--- src/rtl/seg_mux_if.sv ---
// Purpose: bus bundle between the clock datapath and the seven-segment scan driver.
// Signals:
//   load        1-cycle strobe capturing digits_in / dp_in / blink_mask
//   digits_in   packed BCD, digit k = [4k+3:4k], digit 0 rightmost
//   dp_in       decimal point per digit (1 = lit)
//   blink_mask  1 = digit blinks
//   blank_lz    live leading-zero blanking enable
//   seg         {a,b,c,d,e,f,g,dp}, active-low
//   an          anode enables, active-low, one-hot-low
//   frame_tick  1-cycle pulse at each frame start
interface seg_mux_if #(
  parameter int unsigned N_DIGITS = 4
);
  logic                    load;
  logic [4*N_DIGITS-1:0]   digits_in;
  logic [N_DIGITS-1:0]     dp_in;
  logic [N_DIGITS-1:0]     blink_mask;
  logic                    blank_lz;
  logic [7:0]              seg;
  logic [N_DIGITS-1:0]     an;
  logic                    frame_tick;

  modport master (
    output load, digits_in, dp_in, blink_mask, blank_lz,
    input  seg, an, frame_tick
  );

  modport slave (
    input  load, digits_in, dp_in, blink_mask, blank_lz,
    output seg, an, frame_tick
  );
endinterface

--- src/rtl/seg_mux_driver.sv ---
// Purpose: time-multiplexed N-digit seven-segment driver. Digits are latched into
// a pending buffer and swapped into the display only at frame wrap, so a frame
// never mixes old and new values. Each slot starts with a blank guard cycle.
// Ports:
//   clk   system clock
//   rst   synchronous, active-high reset
//   bus   seg_mux_if.slave (load/digits_in/dp_in/blink_mask/blank_lz in;
//         seg/an/frame_tick out, all registered)
module seg_mux_driver #(
  parameter int unsigned N_DIGITS     = 4,
  parameter int unsigned REFRESH_DIV  = 50000,
  parameter int unsigned BLINK_FRAMES = 64
) (
  input  logic     clk,
  input  logic     rst,
  seg_mux_if.slave bus
);

  localparam int unsigned DW    = 4 * N_DIGITS;
  localparam int unsigned CNT_W = (REFRESH_DIV > 1) ? $clog2(REFRESH_DIV) : 1;
  localparam int unsigned IDX_W = (N_DIGITS > 1) ? $clog2(N_DIGITS) : 1;
  localparam int unsigned BLK_W = (BLINK_FRAMES > 1) ? $clog2(BLINK_FRAMES) : 1;

  logic [CNT_W-1:0]    cnt_q, cnt_d;
  logic [IDX_W-1:0]    idx_q, idx_d;
  logic [BLK_W-1:0]    blk_cnt_q, blk_cnt_d;
  logic                phase_q, phase_d;
  logic [DW-1:0]       disp_dig_q, disp_dig_d, pend_dig_q, pend_dig_d;
  logic [N_DIGITS-1:0] disp_dp_q, disp_dp_d, pend_dp_q, pend_dp_d;
  logic [N_DIGITS-1:0] disp_bm_q, disp_bm_d, pend_bm_q, pend_bm_d;
  logic                pend_valid_q, pend_valid_d;
  logic [7:0]          seg_q, seg_d;
  logic [N_DIGITS-1:0] an_q, an_d;
  logic                tick_q, tick_d;

  logic                last_slot_c, wrap_c;
  logic [N_DIGITS-1:0] lz_c;
  logic [3:0]          dig_c;

  // BCD to active-low {a..g}; 10..15 blank
  function automatic logic [6:0] dec7(input logic [3:0] v);
    case (v)
      4'd0:    dec7 = 7'b0000001;
      4'd1:    dec7 = 7'b1001111;
      4'd2:    dec7 = 7'b0010010;
      4'd3:    dec7 = 7'b0000110;
      4'd4:    dec7 = 7'b1001100;
      4'd5:    dec7 = 7'b0100100;
      4'd6:    dec7 = 7'b0100000;
      4'd7:    dec7 = 7'b0001111;
      4'd8:    dec7 = 7'b0000000;
      4'd9:    dec7 = 7'b0000100;
      default: dec7 = 7'b1111111;
    endcase
  endfunction

  // Scan counters, blink phase and load/swap path
  always_comb begin
    cnt_d        = cnt_q;
    idx_d        = idx_q;
    blk_cnt_d    = blk_cnt_q;
    phase_d      = phase_q;
    disp_dig_d   = disp_dig_q;
    disp_dp_d    = disp_dp_q;
    disp_bm_d    = disp_bm_q;
    pend_dig_d   = pend_dig_q;
    pend_dp_d    = pend_dp_q;
    pend_bm_d    = pend_bm_q;
    pend_valid_d = pend_valid_q;
    tick_d       = 1'b0;

    last_slot_c = (cnt_q == CNT_W'(REFRESH_DIV - 1));
    wrap_c      = last_slot_c && (idx_q == IDX_W'(N_DIGITS - 1));

    if (last_slot_c) begin
      cnt_d = '0;
      idx_d = wrap_c ? '0 : idx_q + IDX_W'(1);
    end else begin
      cnt_d = cnt_q + CNT_W'(1);
    end

    if (wrap_c) begin
      tick_d = 1'b1;
      if (blk_cnt_q == BLK_W'(BLINK_FRAMES - 1)) begin
        blk_cnt_d = '0;
        phase_d   = ~phase_q;
      end else begin
        blk_cnt_d = blk_cnt_q + BLK_W'(1);
      end
    end

    // A load on the wrap cycle bypasses pending and lands in the new frame
    if (bus.load && wrap_c) begin
      disp_dig_d   = bus.digits_in;
      disp_dp_d    = bus.dp_in;
      disp_bm_d    = bus.blink_mask;
      pend_valid_d = 1'b0;
    end else if (bus.load) begin
      pend_dig_d   = bus.digits_in;
      pend_dp_d    = bus.dp_in;
      pend_bm_d    = bus.blink_mask;
      pend_valid_d = 1'b1;
    end else if (wrap_c && pend_valid_q) begin
      disp_dig_d   = pend_dig_q;
      disp_dp_d    = pend_dp_q;
      disp_bm_d    = pend_bm_q;
      pend_valid_d = 1'b0;
    end
  end

  // Leading-zero mask: digit k blanks when it and every digit above it are zero
  always_comb begin : lz_scan
    logic above_zero;
    above_zero = 1'b1;
    lz_c       = '0;
    for (int k = N_DIGITS - 1; k >= 0; k--) begin
      above_zero = above_zero && (disp_dig_d[4*k +: 4] == 4'd0);
      lz_c[k]    = above_zero && (k != 0) && bus.blank_lz;
    end
  end

  // Outputs are computed from next state so seg and an move on the same edge
  always_comb begin
    seg_d = 8'hFF;
    an_d  = '1;
    dig_c = 4'(disp_dig_d >> {idx_d, 2'b00});
    if (cnt_d != '0) begin
      an_d = ~(N_DIGITS'(1) << idx_d);
      if (!(phase_d && disp_bm_d[idx_d])) begin
        seg_d = {lz_c[idx_d] ? 7'h7F : dec7(dig_c), ~disp_dp_d[idx_d]};
      end
    end
  end

  always_ff @(posedge clk) begin
    if (rst) begin
      cnt_q        <= '0;
      idx_q        <= '0;
      blk_cnt_q    <= '0;
      phase_q      <= 1'b0;
      disp_dig_q   <= '0;
      disp_dp_q    <= '0;
      disp_bm_q    <= '0;
      pend_dig_q   <= '0;
      pend_dp_q    <= '0;
      pend_bm_q    <= '0;
      pend_valid_q <= 1'b0;
      seg_q        <= 8'hFF;
      an_q         <= '1;
      tick_q       <= 1'b0;
    end else begin
      cnt_q        <= cnt_d;
      idx_q        <= idx_d;
      blk_cnt_q    <= blk_cnt_d;
      phase_q      <= phase_d;
      disp_dig_q   <= disp_dig_d;
      disp_dp_q    <= disp_dp_d;
      disp_bm_q    <= disp_bm_d;
      pend_dig_q   <= pend_dig_d;
      pend_dp_q    <= pend_dp_d;
      pend_bm_q    <= pend_bm_d;
      pend_valid_q <= pend_valid_d;
      seg_q        <= seg_d;
      an_q         <= an_d;
      tick_q       <= tick_d;
    end
  end

  assign bus.seg        = seg_q;
  assign bus.an         = an_q;
  assign bus.frame_tick = tick_q;

endmodule

--- src/flat_wrapper.sv ---
// flat-port wrapper written by rule: the top's interface ports become plain ports
module seg_mux_driver_flat 
#(
  parameter int unsigned N_DIGITS     = 4,
  parameter int unsigned REFRESH_DIV  = 50000,
  parameter int unsigned BLINK_FRAMES = 64
)
  (clk, rst, bus_load, bus_digits_in, bus_dp_in, bus_blink_mask, bus_blank_lz, bus_seg, bus_an, bus_frame_tick);
  seg_mux_if #(.N_DIGITS(N_DIGITS)) bus_i ();
  input  logic clk;
  input  logic rst;
  input wire logic [$bits(bus_i.load)-1:0] bus_load;
  input wire logic [$bits(bus_i.digits_in)-1:0] bus_digits_in;
  input wire logic [$bits(bus_i.dp_in)-1:0] bus_dp_in;
  input wire logic [$bits(bus_i.blink_mask)-1:0] bus_blink_mask;
  input wire logic [$bits(bus_i.blank_lz)-1:0] bus_blank_lz;
  output wire logic [$bits(bus_i.seg)-1:0] bus_seg;
  output wire logic [$bits(bus_i.an)-1:0] bus_an;
  output wire logic [$bits(bus_i.frame_tick)-1:0] bus_frame_tick;
  assign bus_i.load = bus_load;
  assign bus_i.digits_in = bus_digits_in;
  assign bus_i.dp_in = bus_dp_in;
  assign bus_i.blink_mask = bus_blink_mask;
  assign bus_i.blank_lz = bus_blank_lz;
  assign bus_seg = bus_i.seg;
  assign bus_an = bus_i.an;
  assign bus_frame_tick = bus_i.frame_tick;
  seg_mux_driver #(.N_DIGITS(N_DIGITS), .REFRESH_DIV(REFRESH_DIV), .BLINK_FRAMES(BLINK_FRAMES)) u_core (.clk(clk), .rst(rst), .bus(bus_i));
endmodule
--- config.mk ---
export PLATFORM = sky130hd
export DESIGN_NAME = seg_mux_driver_flat
export DESIGN_NICKNAME = d
export VERILOG_FILES = /design/src/rtl/seg_mux_if.sv /design/src/rtl/seg_mux_driver.sv /design/src/flat_wrapper.sv
export SDC_FILE = /design/constraint.sdc
export NUM_CORES = 1
export LEC_CHECK = 0
export ABC_CLOCK_PERIOD_IN_PS = 3300
export CORE_UTILIZATION = 40
export CTS_BUF_LIST = sky130_fd_sc_hd__clkbuf_8 sky130_fd_sc_hd__clkbuf_16
export DETAILED_ROUTE_END_ITERATION = 8
export DONT_BUFFER_PORTS = 1
export GPL_TIMING_DRIVEN = 0
export PLACE_DENSITY = 0.61
export SYNTH_ARGS = -nofsm -noshare
export SYNTH_HDL_FRONTEND = slang
export SYNTH_SLANG_ARGS = --single-unit
--- constraint.sdc ---
create_clock -name clk -period 3.3 [get_ports clk]
set_input_delay 0.99 -clock clk [delete_from_list [all_inputs] [get_ports clk]]
set_output_delay 0.99 -clock clk [all_outputs]
set_load 0.02 [all_outputs]
After elaboration in Yosys (flattened, before gate mapping) --
Memories as Yosys holds them, arrays and structs flattened. A register that Yosys moved wholly into a read port is not among the register bits. Index checks and enable logic that the tools add are counted.
Storage, ports and cells: word-level logic and storage cells 72, input port bits 28, flip-flop bits (word level) 80, output and inout bits 13, memories 1, memory bits (read-only) 112
Cells by class: magnitude comparators 1, $add $sub $neg 3, shifts and indexed selects 2, mux-type cells 24, equality and inequality tests 3, bitwise gates (word level) 5, reductions and logical operators 19
Memory list:
- (name not given) | words 16, width 7, rd ports 1, clocked after Yosys merged registers in 1, wr ports 0, RTL line seg_mux_driver.sv:42 | case (v)
Operators with widths (number):
- 16-bit 2-to-1 mux | 4
- 4-bit 2-to-1 mux | 6
- 16-bit by 1-bit adder with 16-bit output, second input constant | 1
- 16-bit equality test, second input constant | 1
- 16-bit nonzero test | 1
- 16-bit by 4-bit >> shifter with 4-bit output | 1
- 4-bit logical NOT | 3
- 1-bit logical AND | 9
- 1-bit 2-to-1 mux | 8
- 6-bit by 1-bit adder with 6-bit output, second input constant | 1
- 1-bit binary-select mux with 2-bit select | 3
- 6-bit equality test, second input constant | 1
- 6-bit 2-to-1 mux | 1
- 2-bit 2-to-1 mux | 2
- 1-bit NOT | 4
- 4-bit NOT | 1
- 2-bit OR reduction | 2
- 4-bit OR reduction | 1
- 1-bit by 2-bit << shifter with 4-bit output, first input constant | 1
- 2-bit by 3-bit < comparator with 1-bit output, second input constant | 1
- 3-bit OR reduction | 1
- 2-bit by 1-bit adder with 2-bit output, second input constant | 1
- 2-bit equality test, second input constant | 1
- 2-bit AND reduction | 1
- 2-bit nonzero test | 1

Depth between registers and ports, before layout --
depth in word-level cells 13, depth in mapped cells 14, mapped depth without buffers 12

Least setup slack after synthesis --
No wires, ideal clock.
kind reg2reg, start point register u_core.cnt_q[7], end point register u_core.seg_q[2], in the netlist u_core.bus.seg[2], path slack 0.260 ns, cell stages (with the launch flop) 10, data arrival time 2.908 ns, period minus slack after synthesis 3.040 ns, cell sequence dfxtp_1 > or4_4 > nor4_4 > buf_6 > mux2i_1 > nand3_1 > a211oi_1 > nor2_1 > a221oi_4 > o21ai_1
On the way: longest elaborated chain between the ends 13, elaborated cells on any way between the ends 32
Ends and longest elaborated chain:
- start, declared | RTL line seg_mux_driver.sv:24 | logic [CNT_W-1:0] cnt_q, cnt_d;
- start signal, assigned | RTL line seg_mux_driver.sv:152 | cnt_q <= cnt_d;
- 16-bit equality test | RTL line seg_mux_driver.sv:72 | last_slot_c = (cnt_q == CNT_W'(REFRESH_DIV - 1));
- 1-bit logical AND | RTL line seg_mux_driver.sv:73 | wrap_c = last_slot_c && (idx_q == IDX_W'(N_DIGITS - 1));
- 1-bit logical AND | RTL line seg_mux_driver.sv:103 | end else if (wrap_c && pend_valid_q) begin
- 16-bit 2-to-1 mux | RTL line seg_mux_driver.sv:103
- 16-bit 2-to-1 mux | RTL line seg_mux_driver.sv:98 | end else if (bus.load) begin
- 16-bit 2-to-1 mux | RTL line seg_mux_driver.sv:93 | if (bus.load && wrap_c) begin
- 4-bit logical NOT | RTL line seg_mux_driver.sv:117 | above_zero = above_zero && (disp_dig_d[4*k +: 4] == 4'd0);
- 1-bit logical AND (2 in series) | RTL line seg_mux_driver.sv:117
- 1-bit logical AND | RTL line seg_mux_driver.sv:118 | lz_c[k] = above_zero && (k != 0) && bus.blank_lz;
- 1-bit binary-select mux with 2-bit select | RTL line seg_mux_driver.sv:130 | seg_d = {lz_c[idx_d] ? 7'h7F : dec7(dig_c), ~disp_dp_d[idx_d]};
- 1-bit 2-to-1 mux (not written as such) | RTL line seg_mux_driver.sv:130
- 4-bit OR reduction (no line)
- end, declared | RTL line seg_mux_driver.sv:32 | logic [7:0] seg_q, seg_d;
Parallel ways exist; a longest one is shown, timed or not. The select of a mux whose other input is x is not followed. A chain may end at the register's enable or synchronous reset.

Final worst setup path --
start point register u_core.cnt_q[11], end point register u_core.seg_q[4], in the netlist u_core.bus.seg[4]
The elaborated chain is that of the path after synthesis.

==> impl_metrics.json <==
{
  "status": "complete, no violations",
  "io_pins": 41,
  "drtIter0Drc": 319,
  "grt_pass1_wl_mm": 19.6,
  "finalSetupViolations": 0,
  "yosys_warnings": 0,
  "holdBufCountCts": 0,
  "cp.arrival_ns": 3.46,
  "synth_cells": 550,
  "worstReg2RegStart": "u_core.cnt_q[11]",
  "routed_wl_mm": 12.7,
  "maxSlewViolCount": 0,
  "synth_edf_count": 0,
  "viasPerCell": 5.75,
  "holdWs_ns": 0.460,
  "clock-sinks": 87,
  "place_inst": 690,
  "worst_setup_path_start_kind": "flip-flop",
  "syn_area_mm2": 0.00446,
  "diodes": 0,
  "synth_cell_types": 66,
  "yosysSeqAreaShare_pct": 39.0,
  "critPathMaxFanout": 8,
  "tns_ns": 0,
  "die_h_um": 108,
  "cts_tree": "yes",
  "cts.root.buffer_cell": "clkbuf_8",
  "fin_total_pwr_uw": 2020,
  "finalInstanceArea_mm2": 0.00517,
  "min_period_ns": 3.23,
  "critPathCaptureType": "flip-flop",
  "grt_overflow_total": 0,
  "drc": 0,
  "gp_congestion": 0.915,
  "avgSynthCellArea_um2": 8.11,
  "gr-usage-met1_pct": 31.5,
  "cp.required_ns": 3.53,
  "hold_class": "flip-flop to flip-flop",
  "wl_per_cell_um": 17.4,
  "cts_made_buffers": 9,
  "powerDensity_mw_per_mm2": 390,
  "rows": 38,
  "synth_top_flop_cell": "dfxtp_1",
  "met2_usage_pct": 33.3,
  "finalCritPeriodShare_pct": 97.8,
  "dp_hpwl_mm": 8.96,
  "hp-start": "u_core.pend_dig_q[15]",
  "area_delta_synth_final_pct": 15.9,
  "antenna_found_initial": 0,
  "grt_max_degree": 15,
  "p_leak_uw": 0.00190,
  "hold_viol_final": 0,
  "grt_pass1_vias": 3606,
  "cts.clk_slew.worst_paths_ns": 0.09,
  "slew-limit-headroom_pct": 55.5,
  "vias": 4179,
  "cap_violations": 0,
  "startpoint": "u_core.cnt_q[11]",
  "cts.path.max_buffers": 2,
  "synth-seq-cells": 87,
  "clk_latency_ns": 0.37,
  "num-nets-final": 619,
  "cts_htree_levels": 3,
  "clock_skew_ns": 0.0143,
  "dr.pass1.iters": 5,
  "fin_cells": 727,
  "postRouteAntennaNets": 0,
  "die_w_um": 108,
  "ys_async_sr_fraction_pct": 0,
  "grt_busiest_layer": "met2",
  "fmax_ghz": 0.310,
  "die_area_mm2": 0.0116,
  "layout-drive-gt1-share_pct": 17.0,
  "syn_nets": 587,
  "grt_use_met3_pct": 5.33,
  "worst_slew_pin_slew_ns": 0.667,
  "start_util_pct": 41.1,
  "path_class": "flip-flop to flip-flop",
  "port_buffers": 0,
  "irDropWorstVdd_mv": 0.193,
  "fp.coreArea_mm2": 0.0108,
  "grt_use_total_pct": 22.2,
  "dpl-instance-area_mm2": 0.00464
}
==> path summary, 6_finish.rpt <==
kind                                               to  slack [ns]  cells past startpoint
worst min-delay path            u_core.pend_dig_q[15]        0.46                      2
worst max-delay path                u_core.bus.seg[4]        0.07                     10
worst max register to register      u_core.bus.seg[4]        0.07                     10
worst min register to register  u_core.pend_dig_q[15]        0.46                      2
==> layout by cell type (no fill, tap or decap), drive strengths merged, types with 3 or more instances in the layout <==
| cell type | instances |
|---|---|
| dfxtp | 87 |
| mux2i | 12 |
| nand4 | 12 |
| a21oi | 36 |
| and4 | 3 |
| clkinv | 3 |
| xnor2 | 9 |
| buf | 36 |
| mux2 | 5 |
| nor4 | 8 |
| and3 | 19 |
| xor2 | 7 |
| o22a | 8 |
| or3 | 7 |
| clkbuf | 34 |
| and2 | 8 |
| nor3 | 11 |
| nand3 | 25 |
| o22ai | 4 |
| nand2 | 87 |
| ha | 9 |
| nor2 | 61 |
| inv | 7 |
| a31oi | 8 |
| a32oi | 9 |
| or4 | 5 |
| o21ai | 21 |
| a211oi | 8 |
| nand2b | 6 |
==> critical path: stages, from the launching register on <==
cell	delay, ns
dfxtp_4	0.37
or4bb_4	0.57
nor4_4	0.44
buf_6	0.21
buf_4	0.13
and2_4	0.15
mux2i_2	0.23
mux2i_1	0.11
a221o_1	0.47
a221oi_4	0.30
o21ai_1	0.11
==> registers in the layout (all words and copies together), names as in the netlist <==
register	count
u_core.blk_cnt_q	6
u_core.bus.an	4
u_core.bus.frame_tick	1
u_core.bus.seg	8
u_core.cnt_q	16
u_core.disp_bm_q	4
u_core.disp_dig_q	16
u_core.disp_dp_q	4
u_core.idx_q	2
u_core.pend_bm_q	4
u_core.pend_dig_q	16
u_core.pend_dp_q	4
u_core.pend_valid_q	1
u_core.phase_q	1
==> cells in the mapped netlist (2+ instances only) <==
cell	n	area share (%)
or4_1	4	0.67
buf_1	3	0.25
o22a_1	8	1.6
mux2_2	5	1.3
nand4_1	12	1.7
a211oi_1	7	1.2
buf_6	2	0.50
a31oi_1	7	0.98
nand2_1	87	7.3
nor4_1	6	0.84
and2_1	8	1.1
o31ai_1	2	0.34
xor2_1	7	1.4
a211o_1	2	0.39
nand3_1	25	2.8
mux2i_1	12	2.7
ha_1	9	2.5
buf_2	7	0.79
or3_1	7	0.98
o21ai_0	12	1.3
nor2_1	61	5.1
a32oi_1	9	1.8
clkbuf_1	23	1.9
and4_1	3	0.59
nand2b_1	6	0.84
o21ai_1	8	0.90
o22ai_1	4	0.56
nor3_1	10	1.1
a221o_1	2	0.45
dfxtp_1	87	39
nor4b_1	2	0.39
inv_1	7	0.59
buf_4	2	0.34
a21oi_1	36	4.0
xnor2_1	9	1.8
and3_1	19	2.7
==> stage by stage <==
stage	setup WS, ns	utilization (%)
floorplan	0.260	-
global placement	-0.378	42.8
detailed placement	-0.429	42.8
CTS	0.00517	45.3
global route	-0.0254	47.7
finish	0.0729	47.7
==> layer usage <==
metal / vias up / wire (um)
li1: 2035 / -
met1: 1999 / 5940
met2: 135 / 5740
met3: 10 / 865
met4: 0 / 134
met5: - / 0
==> logic make-up after synthesis <==
kind of cell	count (synthesis)	share of synthesized area, %
DFF	87	39.0
adders and majority gates	9	2.52
buffers and inverters	45	4.52
xor gates and xnor gates	16	3.14
muxes	18	4.46
and+or+nand+nor	260	28.6
AOI/OAI and AO/OA	115	17.7
==> timing repair <==
action	CTS	global route
gates cloned	0	0
endpoints found under the setup margin	8	8
pin swaps	2	12
setup buffers	6	17
resized for setup	12	36
==> final cells by class <==
cell class	instances	area (um2)
fill	1058	5670
multi-input combinational	418	2630
sequential	87	1760
buffer	36	185
timing repair buffer	23	180
tap	140	175
clock buffer	11	151
clock inverter	5	56.3
inverter	7	26.3
==> power breakdown <==
part / total, uW / switching, uW / internal, uW
logic: 126 / 86.0 / 39.9
clock network: 790 / 400 / 390
registers: 1100 / 27.1 / 1070
total: 2020 / 513 / 1500
Power figures use the tool's default switching activity.
